$ cat src/rtl/rf_write_queue.sv
`default_nettype none
// ============================================================================
//  Module   : rf_write_queue
//  Purpose  : In-order write queue in front of the register file write port.
//             Accepts ALU and MDU results over valid/ready, buffers them in a
//             small circular FIFO and retires at most one write per cycle.
//             Also reports whether a decode read address has a write pending
//             so decode can stall on RAW hazards.
//  Ports    : clk, rst_n                 - clock, synchronous active-low reset
//             mdu_valid/ready/waddr/wdata - MDU result handshake (has priority)
//             alu_valid/ready/waddr/wdata - ALU result handshake
//             rf_we/rf_waddr/rf_wdata     - registered register file write port
//             raddr1/raddr2 -> busy1/busy2 - pending-write hazard lookup
//             count                       - entries currently queued
//  Revision : 1.0 - initial release
// ============================================================================
module rf_write_queue #(
  parameter int DEPTH = 4,
  parameter int AW    = 5,
  parameter int DW    = 32
) (
  input  logic                         clk,
  input  logic                         rst_n,
  input  logic                         mdu_valid,
  output logic                         mdu_ready,
  input  logic [AW-1:0]                mdu_waddr,
  input  logic [DW-1:0]                mdu_wdata,
  input  logic                         alu_valid,
  output logic                         alu_ready,
  input  logic [AW-1:0]                alu_waddr,
  input  logic [DW-1:0]                alu_wdata,
  output logic                         rf_we,
  output logic [AW-1:0]                rf_waddr,
  output logic [DW-1:0]                rf_wdata,
  input  logic [AW-1:0]                raddr1,
  input  logic [AW-1:0]                raddr2,
  output logic                         busy1,
  output logic                         busy2,
  output logic [$clog2(DEPTH+1)-1:0]   count
);

  localparam int CW = $clog2(DEPTH+1);
  localparam int PW = $clog2(DEPTH);

  // Occupancy limits at which one / two free slots still exist.
  localparam logic [CW-1:0] c_room1_max = CW'(DEPTH-1);
  localparam logic [CW-1:0] c_room2_max = CW'(DEPTH-2);

  logic [AW-1:0] mem_addr_q [DEPTH];
  logic [AW-1:0] mem_addr_d [DEPTH];
  logic [DW-1:0] mem_data_q [DEPTH];
  logic [DW-1:0] mem_data_d [DEPTH];
  logic [PW-1:0] wr_ptr_q, wr_ptr_d;
  logic [PW-1:0] rd_ptr_q, rd_ptr_d;
  logic [CW-1:0] count_q, count_d;
  logic          rf_we_q, rf_we_d;
  logic [AW-1:0] rf_waddr_q, rf_waddr_d;
  logic [DW-1:0] rf_wdata_q, rf_wdata_d;

  logic          mdu_push, alu_push, pop;
  logic [PW-1:0] alu_slot;
  logic [PW-1:0] idx;
  logic          hit1, hit2;

  // Readiness only looks at current occupancy; a same-cycle pop is not
  // credited so there is no combinational path from drain to ready.
  always_comb begin
    mdu_ready = rst_n && (count_q <= c_room1_max);
    alu_ready = rst_n && (mdu_valid ? (count_q <= c_room2_max)
                                    : (count_q <= c_room1_max));
    // Writes to x0 complete the handshake but never occupy a slot.
    mdu_push  = mdu_valid && mdu_ready && (mdu_waddr != '0);
    alu_push  = alu_valid && alu_ready && (alu_waddr != '0);
    pop       = (count_q != '0);
  end

  always_comb begin
    mem_addr_d = mem_addr_q;
    mem_data_d = mem_data_q;
    rd_ptr_d   = rd_ptr_q;
    rf_we_d    = pop;
    rf_waddr_d = rf_waddr_q;
    rf_wdata_d = rf_wdata_q;
    if (pop) begin
      rf_waddr_d = mem_addr_q[rd_ptr_q];
      rf_wdata_d = mem_data_q[rd_ptr_q];
      rd_ptr_d   = rd_ptr_q + PW'(1);
    end
    // MDU goes first; ALU lands in the slot behind it when both push.
    alu_slot = mdu_push ? (wr_ptr_q + PW'(1)) : wr_ptr_q;
    if (mdu_push) begin
      mem_addr_d[wr_ptr_q] = mdu_waddr;
      mem_data_d[wr_ptr_q] = mdu_wdata;
    end
    if (alu_push) begin
      mem_addr_d[alu_slot] = alu_waddr;
      mem_data_d[alu_slot] = alu_wdata;
    end
    wr_ptr_d = wr_ptr_q + PW'(mdu_push) + PW'(alu_push);
    count_d  = count_q + CW'(mdu_push) + CW'(alu_push) - CW'(pop);
  end

  // Hazard lookup over the live entries plus the write currently on the port.
  always_comb begin
    hit1 = rf_we_q && (rf_waddr_q == raddr1);
    hit2 = rf_we_q && (rf_waddr_q == raddr2);
    idx  = rd_ptr_q;
    for (int i = 0; i < DEPTH; i++) begin
      idx = rd_ptr_q + PW'(i);
      if (CW'(i) < count_q) begin
        if (mem_addr_q[idx] == raddr1) hit1 = 1'b1;
        if (mem_addr_q[idx] == raddr2) hit2 = 1'b1;
      end
    end
    busy1 = (raddr1 != '0) && hit1;
    busy2 = (raddr2 != '0) && hit2;
  end

  always_ff @(posedge clk) begin
    if (!rst_n) begin
      mem_addr_q <= '{default: '0};
      mem_data_q <= '{default: '0};
      wr_ptr_q   <= '0;
      rd_ptr_q   <= '0;
      count_q    <= '0;
      rf_we_q    <= 1'b0;
      rf_waddr_q <= '0;
      rf_wdata_q <= '0;
    end else begin
      mem_addr_q <= mem_addr_d;
      mem_data_q <= mem_data_d;
      wr_ptr_q   <= wr_ptr_d;
      rd_ptr_q   <= rd_ptr_d;
      count_q    <= count_d;
      rf_we_q    <= rf_we_d;
      rf_waddr_q <= rf_waddr_d;
      rf_wdata_q <= rf_wdata_d;
    end
  end

  assign rf_we    = rf_we_q;
  assign rf_waddr = rf_waddr_q;
  assign rf_wdata = rf_wdata_q;
  assign count    = count_q;

endmodule
`default_nettype wire
$ cat config.mk
export PLATFORM = sky130hd
export DESIGN_NAME = rf_write_queue
export DESIGN_NICKNAME = d
export VERILOG_FILES = /design/src/rtl/rf_write_queue.sv
export SDC_FILE = /design/constraint.sdc
export NUM_CORES = 1
export LEC_CHECK = 0
export CORE_ASPECT_RATIO = 0.8
export CORE_UTILIZATION = 60
export CTS_CLUSTER_DIAMETER = 80
export DETAILED_ROUTE_END_ITERATION = 10
export GPL_ROUTABILITY_DRIVEN = 1
export PLACE_DENSITY = 0.89
export SKIP_LAST_GASP = 1
export SLEW_MARGIN = 25
export SYNTH_ARGS = -nofsm -noshare
export SYNTH_HDL_FRONTEND = slang
export SYNTH_SLANG_ARGS = --single-unit
$ cat constraint.sdc
create_clock -name clk -period 4.2 [get_ports clk]
set_input_delay 0.42 -clock clk [delete_from_list [all_inputs] [get_ports clk]]
set_output_delay 0.42 -clock clk [all_outputs]
set_load 0.005 [all_outputs]
=== Word-level counts from Yosys, hierarchy flattened ===
Index checks and enable logic that the tools add are counted.

* $add $sub $neg: 9
* $mul: 0
* Div/mod/pow operators: 0
* Order comparisons: 14
* Eq/ne operators: 10
* Shift operators: 0
* Multiplexer cells: 49
* Bitwise operators: 6
* Reductions and logical operators: 17

{| class="wikitable"
|+ Operators with widths
! kind !! number
|-
| bitwise mux 128 bit || 2
|-
| two-way mux 128 bit || 2
|-
| demux 32 bit (select 2 bit) || 2
|-
| two-way mux 32 bit || 4
|-
| binary-select mux 32 bit (select 2 bit) || 1
|-
| == test 5 bit || 10
|-
| two-way mux 5 bit || 10
|-
| binary-select mux 5 bit (select 2 bit) || 4
|-
| bitwise mux 20 bit || 2
|-
| two-way mux 20 bit || 2
|-
| demux 5 bit (select 2 bit) || 2
|-
| nonzero test 5 bit || 4
|-
| greater-or-equal comparator 3 bit, second input constant || 6
|-
| NOT 2 -> 3 bit || 6
|-
| two-way mux 1 bit || 17
|-
| logical AND 1 bit || 12
|-
| adder 3 x 1 -> 3 bit || 2
|-
| less-or-equal comparator 3 x 2 -> 1 bit, second input constant || 2
|-
| < comparator 1 x 3 -> 1 bit, first input constant || 2
|-
| < comparator 2 x 3 -> 1 bit, first input constant || 2
|-
| < comparator 3 x 1 -> 1 bit, second input constant || 2
|-
| adder 2 x 1 -> 2 bit || 2
|-
| adder 2 x 1 -> 2 bit, second input constant || 2
|-
| adder 2 bit, second input constant || 2
|-
| other kinds (3) || 3
|}

* Bits in registers: 193
* Latch bits: 0
* Bits in writable memories: 0
* Bits in read-only memories: 0
* Input bits: 88
* Output and inout bits: 45
* Logic and storage cells: 119
* Memories kept: 0

=== Longest topological paths before layout ===
* Depth after elaboration: 14
* Gate-level depth with buffers: 11
* Gate-level depth less buffers: 11

=== Least setup slack after synthesis ===
Ideal clock, no wire load.

* Path type: input -> register
* Start point: input port mdu_waddr[3]
* End point: register count_q[1] (netlist: count[1])
* Setup time: 0.115 ns
* Data arrival time: 2.440 ns
* Required time: 4.085 ns
* Path slack: 1.645 ns
* Stages: 7
* Path buffers: 0
* Cell sequence: or4_4 > o211ai_4 > ha_1 > fa_1 > inv_1 > fa_1 > and2_1

* Longest elaborated chain between the ends: 5

{| class="wikitable"
|+ Ends and longest elaborated chain
! item !! line !! source
|-
| from (decl) || 26 || <nowiki>input logic [AW-1:0] mdu_waddr,</nowiki>
|-
| nonzero test 5 bit || 72 || <nowiki>mdu_push = mdu_valid && mdu_ready && (mdu_waddr != '0);</nowiki>
|-
| logical AND 1 bit || 72 ||
|-
| adder 3 x 1 -> 3 bit (2 in series) || 100 || <nowiki>count_d = count_q + CW'(mdu_push) + CW'(alu_push) - CW'(pop);</nowiki>
|-
| subtractor 3 x 1 -> 3 bit || 100 ||
|-
| named net count_d[1] || 55 || <nowiki>logic [CW-1:0] count_q, count_d;</nowiki>
|-
| to (signal assigned) || 134 || <nowiki>count_q <= count_d;</nowiki>
|-
| to (decl) || 55 ||
|}

The timed path passes the listed nets, and every way through them passes these cells.
A chain may end at the register's enable or synchronous reset.

=== Worst setup path after layout ===
* Start point: register rd_ptr_q[1]
* End point: output port busy2

* Longest elaborated chain between the ends: 14
* Elaborated cells on any way between the ends: 32
* Those cells by class: 3 x add/sub; 4 x eq/ne; 20 x mux; 4 x bitwise; 1 x reduce/logical

{| class="wikitable"
|+ Ends and longest elaborated chain
! item !! line !! source
|-
| from (decl) || 54 || <nowiki>logic [PW-1:0] rd_ptr_q, rd_ptr_d;</nowiki>
|-
| from (signal assigned) || 133 || <nowiki>rd_ptr_q <= rd_ptr_d;</nowiki>
|-
| parallel branches: the longest is 12 deep, another holds adder 2 x 1 -> 2 bit || n/a ||
|-
| two-way mux 1 bit * || 110 || <nowiki>if (CW'(i) < count_q) begin</nowiki>
|-
| logical AND 1 bit * || 116 || <nowiki>busy2 = (raddr2 != '0) && hit2;</nowiki>
|-
| to (decl) || 38 || <nowiki>output logic busy2,</nowiki>
|}

Every way passes the cells marked *. The select of a mux whose other input is x is not followed.

==> impl_metrics.py <==
metrics = {
    "status": {
        "run_status": "complete, no violations",
    },
    "synth": {
        "syn_nets": 1319,
        "postSynthAreaPerCell_um2": 8.60,
        "yosysUniqueCellTypes": 40,
        "syn_area_um2": 10500,
        "yosysSeqAreaShare": 0.368,
        "yosysTopAreaCell": "dfxtp_1",
        "synth_flop_cell": "dfxtp_1",
        "yosys-top-cells-area": "dfxtp_1 (37%), mux4_2 (11%), a311oi_1 (9.8%)",
        "synth_edf_count": 0,
        "yosysTopAreaCellShare": 0.368,
        "synthCells": 1221,
        "yosysWarnings": 0,
        "async_reset_ff_frac": 0,
        "ys_seq_elements": 193,
    },
    "clock_tree": {
        "ctsLongestPathBuffers": 2,
        "clock-root-buffer": "clkbuf_16",
        "cts_resized": 0,
        "h-tree-depth": 4,
        "cts_setup_buffers": 0,
        "cts_hold_buf": 0,
        "cts_made_buffers": 17,
        "clk_pin_slew_ns": 0.07,
        "cts_tree": "done",
        "cts.sinks": 193,
        "clk_latency_ns": 0.44,
    },
    "timing": {
        "period_share": 0.906,
        "rsz0062_at_grt": "false",
        "setup_viol": 0,
        "min_period_ns": 3.80,
        "hold_violations": 0,
        "skew_ns": 0.0110,
        "maxSlewViolCount": 0,
        "final.setup.tns_ns": 0,
        "slew_headroom": 0.302,
        "fmax_mhz": 263,
        "worstMarginPinSlew_ns": 1.05,
    },
    "critical_path": {
        "rr_worst_depth": 8,
        "rrSetupSlack_ns": 1.19,
        "r2r_start": "count[2]",
        "startpoint": "rd_ptr_q[1]",
        "cp_data_required_time_ns": 3.78,
        "crit_path_end": "busy2",
        "cp-start-kind": "flip-flop",
        "r2r-end": "mem_data_q[86]",
        "crit_path_max_fanout": 25,
        "end_kind": "primary output",
        "cp.arrival_ns": 3.38,
        "crit_type": "flip-flop to primary output",
    },
    "die": {
        "fp.dieW_um": 150,
        "fp.dieH_um": 120,
        "num_io_pins": 133,
        "core_um2": 16800,
        "start_util": 0.624,
        "std_cell_rows": 42,
        "die_area_um2": 18000,
    },
    "cells_and_area": {
        "final_util": 0.735,
        "fillers": 1207,
        "syn2layout_area_growth_pct": 17.7,
        "drive_gt1_frac": 0.117,
        "layout_common_cells": "nand2_1 (229), dfxtp_1 (191), nor2_1 (157)",
        "final_common_cell": "nand2_1",
        "diodes": 0,
        "nets": 1363,
    },
    "power": {
        "p_int_uw": 3970,
        "power_frac_seq": 0.379,
        "p_comb_frac": 0.347,
        "p_per_area_nw_per_um2": 506,
        "sw_frac_of_total": 0.364,
        "power_uw": 6250,
        "p_switching_uw": 2280,
        "power.share.clock": 0.275,
        "irDropWorstVdd_mv": 0.355,
        "leakage_uw": 0.00397,
    },
    "drt": {
        "final_antenna_net_count": 0,
        "drt_pre_antenna_iters": 7,
        "dr_wl_met2_mm": 14.7,
        "drtIter0Drc": 1288,
        "num_vias": 10200,
        "routedWlPerCell_um": 21.0,
        "wl_met1_mm": 12.2,
        "viasPerCell": 6.79,
        "wl_met3_mm": 3.62,
        "detail_route.drc_violations": 0,
        "dr.max_layer_used": "met4",
        "wirelength_mm": 31.4,
    },
    "worst_hold_path": {
        "hold_path_class": "flip-flop to flip-flop",
    },
    "placed_design": {
        "io_buffers": 132,
        "place_congestion": 0.947,
        "hpwl_mm": 18.5,
    },
    "grt": {
        "track_usage": 0.355,
        "overflow": 0,
        "antenna_found_initial": 0,
        "grt_max_degree": 192,
        "grt_pass1_vias": 9826,
        "grt_pass1_wl_mm": 49.9,
    },
    "job": {
        "cap_violations": 0,
    },
}
state kept, by name, summed over array words and instances, names as in the netlist:
signal	flops
count	3
mem_addr_q	20
wr_ptr_q	2
rd_ptr_q	2
mem_data_q	128
rf_wdata	32
rf_we	1
rf_waddr	5
power groups by stage:
stage	Clock, uW	Combinational, uW	Sequential, uW
6_report	1720	2170	2370
5_1_grt	1800	2300	2400
4_1_cts	1710	2130	2360
3_5_place_dp	0	2110	2400
3_3_place_gp	0	2060	2380
2_1_floorplan	0	1520	2250
synth_stat cells (3+ instances only):
master	n
a21oi_1	39
a311oi_1	118
a311oi_2	30
buf_1	6
buf_2	33
buf_4	4
buf_6	8
clkbuf_1	77
dfxtp_1	193
fa_1	3
ha_1	7
inv_1	10
mux4_2	51
nand2_1	229
nand2_2	4
nand3_1	155
nand4_1	4
nor2_1	157
nor3_1	7
nor4_1	6
o21ai_0	3
o21ai_1	3
xnor2_1	25
xor2_1	28
kinds of logic (layout without fill, tap and decap cells):
| family | after synthesis | after routing | share of synthesized area |
|---|---|---|---|
| fa+ha+maj | 10 | 10 | 0.0141 |
| buf+inv | 139 | 196 | 0.0608 |
| mux | 54 | 54 | 0.112 |
| simple gates | 572 | 572 | 0.230 |
| xor+xnor | 53 | 53 | 0.0442 |
| flops | 193 | 193 | 0.368 |
| compound gates | 200 | 200 | 0.170 |
worst min-delay path by stage:
stage,startpoint,endpoint,slack [ns],cells past startpoint
final,rf_wdata[8],rf_wdata[8],0.45,2
after global routing,rf_wdata[17],rf_wdata[17],0.47,2
after CTS,rf_wdata[8],rf_wdata[8],0.45,2
after detailed placement,rf_wdata[8],rf_wdata[8],0.44,2
after global placement,rf_wdata[3],rf_wdata[3],0.44,2
after floorplan,rf_wdata[0],rf_wdata[0],0.45,2
stage by stage:
step | cell area [um2] | setup WS [ns] | cells | hold slack, ns
final | 12400 | 0.396 | 1498 | 0.452
after global routing | 12400 | 0.297 | 1498 | 0.474
after CTS | 12400 | 0.428 | 1498 | 0.453
after detailed placement | 11700 | 0.549 | 1466 | 0.443
after global placement | 11700 | 0.697 | 1466 | 0.438
after floorplan | 10500 | 1.65 | 1221 | 0.448
worst max-delay path, stage by stage (launching register included):
cell,delay (ns)
dfxtp_2,0.75
mux4_2,0.63
xnor2_1,0.16
nand4_1,0.15
o311ai_0,0.52
o22a_1,0.22
clkdlybuf4s50_1,0.50
final cells by class:
type / instances / area [um2] / share of cell area
Multi-Input combinational cell: 889 / 6040 / 0.489
Inverter: 11 / 48.8 / 0.00395
Clock buffer: 19 / 453 / 0.0367
Sequential cell: 193 / 3870 / 0.313
Tap cell: 220 / 275 / 0.0223
Clock inverter: 13 / 156 / 0.0127
Timing Repair Buffer: 153 / 1520 / 0.123
routing by layer:
layer  up-vias  global-route usage
li1       4505                   -
met1      4821               0.470
met2       745               0.566
met3        99              0.0683
met4         0               0.150
met5         -                   0
(Power assumes the default switching activity.)
